`src/rtl/display_scan_ctrl.sv`:
```
// display_scan_ctrl: time-multiplexes packed BCD digits onto one decoder with blanking gaps between digits.
// Define LZ_SUPPRESS_EN to keep leading zero digits dark (digit 0 is always shown).
module display_scan_ctrl #(
    parameter int N_DIGITS   = 4,
    parameter int SCAN_DIV   = 50000,
    parameter int BLANK_CYC  = 8,
    parameter int DIG_ACT_LO = 1
) (
    input  logic                  clk,
    input  logic                  rst_n,
    input  logic                  en,
    input  logic                  load,
    input  logic [4*N_DIGITS-1:0] digits_in,
    output logic [3:0]            bcd,
    output logic [N_DIGITS-1:0]   dig_en,
    output logic                  blank,
    output logic                  frame_done
);
    localparam int IW   = $clog2(N_DIGITS);
    localparam int CMAX = SCAN_DIV > BLANK_CYC ? SCAN_DIV : BLANK_CYC;
    localparam int CW   = $clog2(CMAX + 1);
    localparam logic [N_DIGITS-1:0] POL = {N_DIGITS{DIG_ACT_LO != 0}};

    typedef enum logic [1:0] {IDLE, BLANK, SHOW} state_t;

    state_t                state_q, state_d;
    logic [IW-1:0]         idx_q, idx_d;
    logic [CW-1:0]         cnt_q, cnt_d;
    logic [4*N_DIGITS-1:0] pending_q, pending_d, shadow_q, shadow_d;
    logic [3:0]            bcd_q, bcd_d;
    logic [N_DIGITS-1:0]   dig_en_q, dig_en_d, act_d, lz;
    logic                  blank_q, blank_d, fd_q, fd_d;
`ifdef LZ_SUPPRESS_EN
    logic                  z;
`endif

    always_comb begin
        state_d   = state_q;
        idx_d     = idx_q;
        cnt_d     = cnt_q;
        shadow_d  = shadow_q;
        fd_d      = 1'b0;
        pending_d = load ? digits_in : pending_q;
        if (!en) begin
            state_d = IDLE;
            idx_d   = '0;
            cnt_d   = '0;
        end else if (state_q == IDLE) begin
            shadow_d = pending_d;
            idx_d    = '0;
            cnt_d    = '0;
            state_d  = BLANK_CYC == 0 ? SHOW : BLANK;
        end else if (state_q == BLANK) begin
            state_d = cnt_q == CW'(BLANK_CYC - 1) ? SHOW : BLANK;
            cnt_d   = cnt_q == CW'(BLANK_CYC - 1) ? '0 : cnt_q + 1'b1;
        end else if (state_q == SHOW) begin
            if (cnt_q == CW'(SCAN_DIV - 1)) begin
                cnt_d   = '0;
                state_d = BLANK_CYC == 0 ? SHOW : BLANK;
                // frame boundary: swap in the pending value so a frame never tears
                if (idx_q == IW'(N_DIGITS - 1)) begin
                    idx_d    = '0;
                    fd_d     = 1'b1;
                    shadow_d = pending_d;
                end else begin
                    idx_d = idx_q + 1'b1;
                end
            end else begin
                cnt_d = cnt_q + 1'b1;
            end
        end else begin
            state_d = IDLE;
        end
        lz = '0;
`ifdef LZ_SUPPRESS_EN
        z = 1'b1;
        for (int i = N_DIGITS - 1; i > 0; i--) begin
            z     = z & (shadow_d[4*i +: 4] == 4'h0);
            lz[i] = z;
        end
`endif
        act_d    = (state_d == SHOW && !lz[idx_d]) ? {{(N_DIGITS-1){1'b0}}, 1'b1} << idx_d : '0;
        dig_en_d = act_d ^ POL;
        blank_d  = act_d == '0;
        bcd_d    = state_d == IDLE ? 4'h0 : shadow_d[{idx_d, 2'b00} +: 4];
    end

    always_ff @(posedge clk or negedge rst_n) begin
        if (!rst_n) begin
            state_q   <= IDLE;
            idx_q     <= '0;
            cnt_q     <= '0;
            pending_q <= '0;
            shadow_q  <= '0;
            bcd_q     <= 4'h0;
            dig_en_q  <= POL;
            blank_q   <= 1'b1;
            fd_q      <= 1'b0;
        end else begin
            state_q   <= state_d;
            idx_q     <= idx_d;
            cnt_q     <= cnt_d;
            pending_q <= pending_d;
            shadow_q  <= shadow_d;
            bcd_q     <= bcd_d;
            dig_en_q  <= dig_en_d;
            blank_q   <= blank_d;
            fd_q      <= fd_d;
        end
    end

    assign bcd        = bcd_q;
    assign dig_en     = dig_en_q;
    assign blank      = blank_q;
    assign frame_done = fd_q;
endmodule

```
`config.mk`:
```
export PLATFORM = sky130hd
export DESIGN_NAME = display_scan_ctrl
export DESIGN_NICKNAME = d
export VERILOG_FILES = /design/src/rtl/display_scan_ctrl.sv
export SDC_FILE = /design/constraint.sdc
export NUM_CORES = 1
export LEC_CHECK = 0
export BUFFER_PORTS_ARGS = -buffer_cell sky130_fd_sc_hd__buf_4
export CAP_MARGIN = 20
export CORE_MARGIN = 2
export CORE_UTILIZATION = 50
export CTS_CLUSTER_SIZE = 10
export DETAILED_ROUTE_END_ITERATION = 7
export PLACE_DENSITY = 0.8
export SKIP_CTS_REPAIR_TIMING = 1
export SYNTH_ARGS = -nofsm -noshare
export SYNTH_HDL_FRONTEND = slang
export SYNTH_SLANG_ARGS = --single-unit
```
`constraint.sdc`:
```
create_clock -name clk -period 2.55 [get_ports clk]
set_input_delay 0.3825 -clock clk [delete_from_list [all_inputs] [get_ports clk]]
set_output_delay 0.3825 -clock clk [all_outputs]
set_load 0.02 [all_outputs]
```
==> results.py, run 1 <==
metrics = {
    "floorplan": {
        "io_pins": 30,
        "initial_utilization": 0.515,
        "die_width_um": 79.3,
        "row_count": 27,
        "die_area_sq_um": 6290,
        "die_h_um": 79.3,
        "core_area_sq_um": 5510,
    },
    "routing": {
        "drtPass1Iterations": 4,
        "ant_nets": 0,
        "drt-initial-drc-count": 126,
        "wl_per_cell_um": 14.7,
        "drc": 0,
        "post_drt_via_cell_ratio": 5.38,
        "totalWireLength_mm": 5.08,
        "num_vias": 1860,
    },
    "clocking": {
        "clk_latency_ps": 340,
        "cts.root.buffer_cell": "clkbuf_8",
        "path_clk_slew_ps": 70,
        "cts_tree": "yes",
        "cts-buffers-inserted": 9,
        "clockBufferDepth": 2,
        "cts.sinks": 62,
        "h-tree-depth": 3,
    },
    "min_path": {
        "hp-class": "input pin to asynchronous set/reset pin",
    },
    "global_routing": {
        "grtUsageMet1": 0.209,
        "grt_max_degree": 63,
        "gr-usage-met3": 0.0761,
        "grt-ovfl-total": 0,
        "antenna_found_initial": 0,
        "grtUsageTotal": 0.179,
        "grt_pass1_vias": 1900,
        "grt_use_met2": 0.296,
        "grt_pass1_wl_mm": 8.58,
        "gr-max-usage-layer": "met2",
    },
    "critical_path": {
        "cp.required_ps": 2760,
        "end_kind": "flip-flop",
        "arrival_ps": 2560,
        "worstSetupPathType": "flip-flop to flip-flop",
        "critical_path.cell_chain": "ha_1 -> and4bb_1 -> nand4_4 -> nor2_1 -> mux2_2 -> inv_2 -> mux2i_1 -> o22ai_1",
        "cp_slowest_cell": "mux2_2",
        "regToRegSetupSlack_ps": 200,
        "worst_path_largest_cell_delay_ps": 460,
        "cp_max_fo": 8,
        "crit_buf_inv": 1,
        "start_kind": "flip-flop",
        "crit_family": "multiplexers",
    },
    "sta": {
        "tns_ps": 0,
        "max_freq_mhz": 425,
        "setup_slack_ps": 199,
        "setup_viol": 0,
        "final_hold_viol_count": 0,
        "period_needed_ps": 2350,
        "slew_violations": 0,
        "fin_crit_sh": 0.922,
        "tightestPinTransition_ps": 735,
        "rsz0062_at_grt": "no",
        "slew_headroom": 0.510,
        "fin_skew_ps": 9.58,
    },
    "synth": {
        "syn_avg_cell_area_sq_um": 12.2,
        "synth_nets": 258,
        "ys_ff_latch": 62,
        "async_reset_ff_frac": 1.00,
        "ys_seq_area_frac": 0.549,
        "postSynthCellCount": 233,
        "syn_area_sq_um": 2840,
        "ys.warnings.count": 0,
        "synth-main-ff-cell": "dfrtp_1",
        "synth_edf_count": 0,
        "synth.distinct_cells": 49,
    },
    "cells_and_area": {
        "insertedDiodeCount": 0,
        "final_core_util": 0.605,
        "drive_gt1_frac": 0.354,
        "fin_area_sq_um": 3330,
        "areaGrowthSynthToFinish_pct": 17.4,
        "fin_cells": 346,
        "nets": 294,
    },
    "outcome": {
        "status": "finished, final reports clean",
    },
    "placed_design": {
        "dp.final_hpwl_mm": 3.60,
        "place_area_sq_um": 3120,
        "gp_congestion": 0.843,
        "dp_cells": 330,
        "port_buffers": 29,
        "preCtsSetupSlack_ps": 204,
    },
    "pwr": {
        "p_leak_nw": 1.45,
        "p_per_area_nw_per_um2": 669,
        "ir_drop_v": 0.000345,
    },
    "job": {
        "maxCapViolCount": 0,
    },
}
==> metrics by stage <==
| stage | power [mW] | hold WS (ps) |
|---|---|---|
| after floorplan | 1.28 | 86.9 |
| after detailed placement | 1.38 | 484 |
| after CTS | 2.25 | 125 |
| after global placement | 1.37 | 477 |
| final | 2.23 | 105 |
| after global routing | 2.33 | 156 |
==> routing by layer <==
layer  up-vias  routed length, um
li1        889                  -
met1       910               2280
met2        51               2440
met3        10                280
met4         0                 85
met5         -                  0
==> logic make-up (layout without fill, tap and decap cells) <==
kind of cell / count (synthesis) / in the layout / synth area share
simple gates: 79 / 79 / 0.154
flops: 62 / 62 / 0.549
mux: 41 / 41 / 0.159
compound gates: 21 / 21 / 0.0565
buf+inv: 13 / 54 / 0.0216
xor+xnor: 12 / 12 / 0.0371
fa+ha+maj: 5 / 5 / 0.0221
==> layout by cell type (no fill, tap or decap), types with 6 or more instances in the layout <==
master	netlist	routed
xnor2_1	6	6
nand3_1	9	9
mux2_2	33	33
clkbuf_8	0	10
nor2_1	24	24
nand2_1	16	16
nor3_1	6	6
mux2i_1	8	8
xor2_1	6	6
buf_4	1	31
inv_1	6	6
dfrtp_1	57	57
==> state kept, by name, indices dropped and copies added (netlist names) <==
name        flops
cnt_q          16
pending_q      16
shadow_q       16
bcd             4
dig_en          4
idx_q           2
state_q         2
blank           1
frame_done      1
==> power by group <==
group	leakage (nW)	switching, mW	internal, mW
registers	0.772	0.0229	1.07
clock network	0.103	0.385	0.482
logic	0.572	0.136	0.130
==> worst register-to-register path, stage by stage, from the launching register on <==
cell      delay, ps
dfrtp_1         380
ha_1            210
and4bb_1        290
nand4_4         170
nor2_1          190
mux2_2          460
inv_2           160
mux2i_1         230
o22ai_1         120
==> synthesized netlist by cell type, drive strengths merged (2+ instances only) <==
library cell  count  share of area
mux2             33           0.13
nand4             4          0.014
ha                5          0.022
mux2i             8          0.028
nand3             9          0.016
o21ai             7          0.016
o22ai             5          0.011
and4              2         0.0075
xnor2             6          0.019
nor2b             2         0.0044
buf               4         0.0097
clkbuf            2         0.0026
dfstp             5          0.046
and3              3         0.0071
nor3              7          0.016
or2b              2         0.0057
xor2              6          0.019
and4bb            2         0.0088
and2              2         0.0044
nor2             24          0.032
dfrtp            57           0.50
inv               7         0.0093
nand2            17          0.023
==> layout make-up <==
| type | count | area [sq um] |
|---|---|---|
| multi-input cells | 158 | 1220 |
| inverters | 7 | 26.3 |
| fillers | 444 | 2180 |
| clock inverters | 6 | 68.8 |
| repair buffers | 31 | 233 |
| well taps | 72 | 90.1 |
| flip-flops and latches | 62 | 1560 |
| clock buffers | 10 | 138 |
==> worst paths after layout <==
kind                               start       endpoint  cells after the start
min reg2reg                 pending_q[0]   pending_q[0]                      1
max                             cnt_q[0]         bcd[3]                      8
min in group clk           digits_in[15]  pending_q[15]                      2
max reg2reg                     cnt_q[0]         bcd[3]                      8
min                                rst_n  pending_q[15]                      1
max in group asynchronous          rst_n       idx_q[0]                      1
Power figures use the tool's default switching activity.
==> inputs of run 2 (changes only) <==
GPL_TIMING_DRIVEN = 0   (was unset)
==> run 2 against run 1 <==
Design area up 1.2%; register-to-register slack worse by 80 ps; non-clock buffer count grew 3; first-iteration DRC count down 66%; largest cell class unchanged; largest power group unchanged; highest routed layer unchanged.
==> results.py, run 2 (synthesized netlist as in run 1, its figures left out) <==
metrics = {
    "sta": {
        "tightestPinTransition_ps": 748,
        "max_freq_mhz": 411,
        "fin_crit_sh": 0.955,
        "holdWs_ps": 120,
        "final_hold_viol_count": 0,
        "setup_viol": 0,
        "tns_ps": 0,
        "fin_skew_ps": 14.1,
        "period_needed_ps": 2440,
        "slew_violations": 0,
        "slew_headroom": 0.501,
    },
    "critical_path": {
        "reg2reg_depth": 9,
        "start_kind": "flip-flop",
        "cp_max_fo": 8,
        "arrival_ps": 2650,
        "worstSetupPathType": "flip-flop to flip-flop",
        "cp.required_ps": 2760,
        "end_kind": "flip-flop",
    },
    "placed_design": {
        "dp.final_hpwl_mm": 3.44,
        "dp_cells": 333,
        "port_buffers": 28,
        "gp_congestion": 0.813,
    },
    "min_path": {
        "hp-class": "input pin to asynchronous set/reset pin",
    },
    "pwr": {
        "clock_power_share": 0.415,
        "p_per_area_nw_per_um2": 688,
        "combinationalPowerShare": 0.112,
        "swShare": 0.222,
        "p_leak_nw": 1.46,
        "internal-power_mw": 1.80,
        "ir_drop_v": 0.000336,
        "p_sw_uw": 515,
        "pwr-share-seq": 0.472,
    },
    "cells_and_area": {
        "final_cell_mix": "dfrtp_1, mux2_2, buf_4",
        "nFillCells": 456,
        "insertedDiodeCount": 0,
        "nets": 297,
        "final_core_util": 0.612,
        "final_common_cell": "dfrtp_1",
        "fin_cells": 349,
        "areaGrowthSynthToFinish_pct": 18.8,
        "drive_gt1_frac": 0.357,
        "reg_top3": "cnt_q (16), pending_q (16), shadow_q (16)",
    },
    "global_routing": {
        "grtUsageMet1": 0.207,
        "grt_pass1_vias": 1829,
        "grt-ovfl-total": 0,
        "antenna_found_initial": 0,
        "gr-usage-met3": 0.0716,
        "grt_use_met2": 0.276,
        "grt_pass1_wl_mm": 8.14,
        "gr-max-usage-layer": "met2",
        "grt_max_degree": 63,
        "grtUsageTotal": 0.173,
    },
    "clocking": {
        "h-tree-depth": 3,
        "cts_tree": "yes",
        "cts.root.buffer_cell": "clkbuf_8",
        "path_clk_slew_ps": 70,
        "clk_latency_ps": 340,
        "cts.sinks": 62,
        "clockBufferDepth": 2,
        "cts-buffers-inserted": 9,
    },
    "routing": {
        "num_vias": 1827,
        "ant_nets": 0,
        "drc": 0,
        "post_drt_via_cell_ratio": 5.23,
        "totalWireLength_mm": 4.86,
        "drtPass1Iterations": 4,
        "drt-initial-drc-count": 43,
        "wl_per_cell_um": 13.9,
    },
    "floorplan": {
        "die_width_um": 79.3,
        "core_area_sq_um": 5510,
        "row_count": 27,
        "die_area_sq_um": 6290,
        "die_h_um": 79.3,
        "initial_utilization": 0.515,
        "io_pins": 30,
    },
    "job": {
        "maxCapViolCount": 0,
    },
    "outcome": {
        "status": "finished, final reports clean",
    },
}
[run 2: worst paths after layout]
path	startpoint	end	slack [ps]
max reg2reg	cnt_q[0]	bcd[2]	110
min	rst_n	shadow_q[13]	120
min reg2reg	pending_q[10]	pending_q[10]	490
max in group asynchronous	rst_n	cnt_q[9]	1950
max	cnt_q[0]	bcd[2]	110
min in group clk	digits_in[1]	pending_q[1]	280
[run 2: per-stage QoR]
stage | total power [mW] | worst slack (ps) | cell area, sq um
4_1_cts | 2.35 | 45.5 | 3360
5_1_grt | 2.42 | -3.06 | 3370
3_5_place_dp | 1.38 | 70.6 | 3140
2_1_floorplan | 1.28 | 430 | 2840
3_3_place_gp | 1.36 | 123 | 3140
6_report | 2.32 | 115 | 3370
[run 2: critical path, cell delays in order, from the launching register on]
cell	delay [ps]
dfrtp_1	400
ha_1	220
and4bb_2	310
nand4_4	170
nor2_2	180
mux2_2	340
buf_4	180
inv_2	140
mux2i_1	240
o22ai_1	120
[run 2: cell type report]
type                       instances  area, sq um  share of cell area
sequential                        62         1560               0.462
multi-input combinational        158         1220               0.364
timing repair buffer              28          210              0.0624
clock buffer                      12          155              0.0460
tap                               72         90.1              0.0267
clock inverter                     4         70.1              0.0208
buffer                             6         35.0              0.0104
inverter                           7         26.3             0.00780
[run 2: layer usage]
layer	part of all wire	wire, um
met1	0.45	2170
met2	0.49	2370
met3	0.051	247
met4	0.014	69
met5	0	0
[run 2: power groups by stage]
stage / sequential [mW] / combinational (mW) / clock, mW
2_1_floorplan: 1.12 / 0.163 / 0
3_3_place_gp: 1.11 / 0.254 / 0
3_5_place_dp: 1.11 / 0.261 / 0
4_1_cts: 1.10 / 0.264 / 0.986
5_1_grt: 1.10 / 0.288 / 1.03
6_report: 1.10 / 0.260 / 0.963
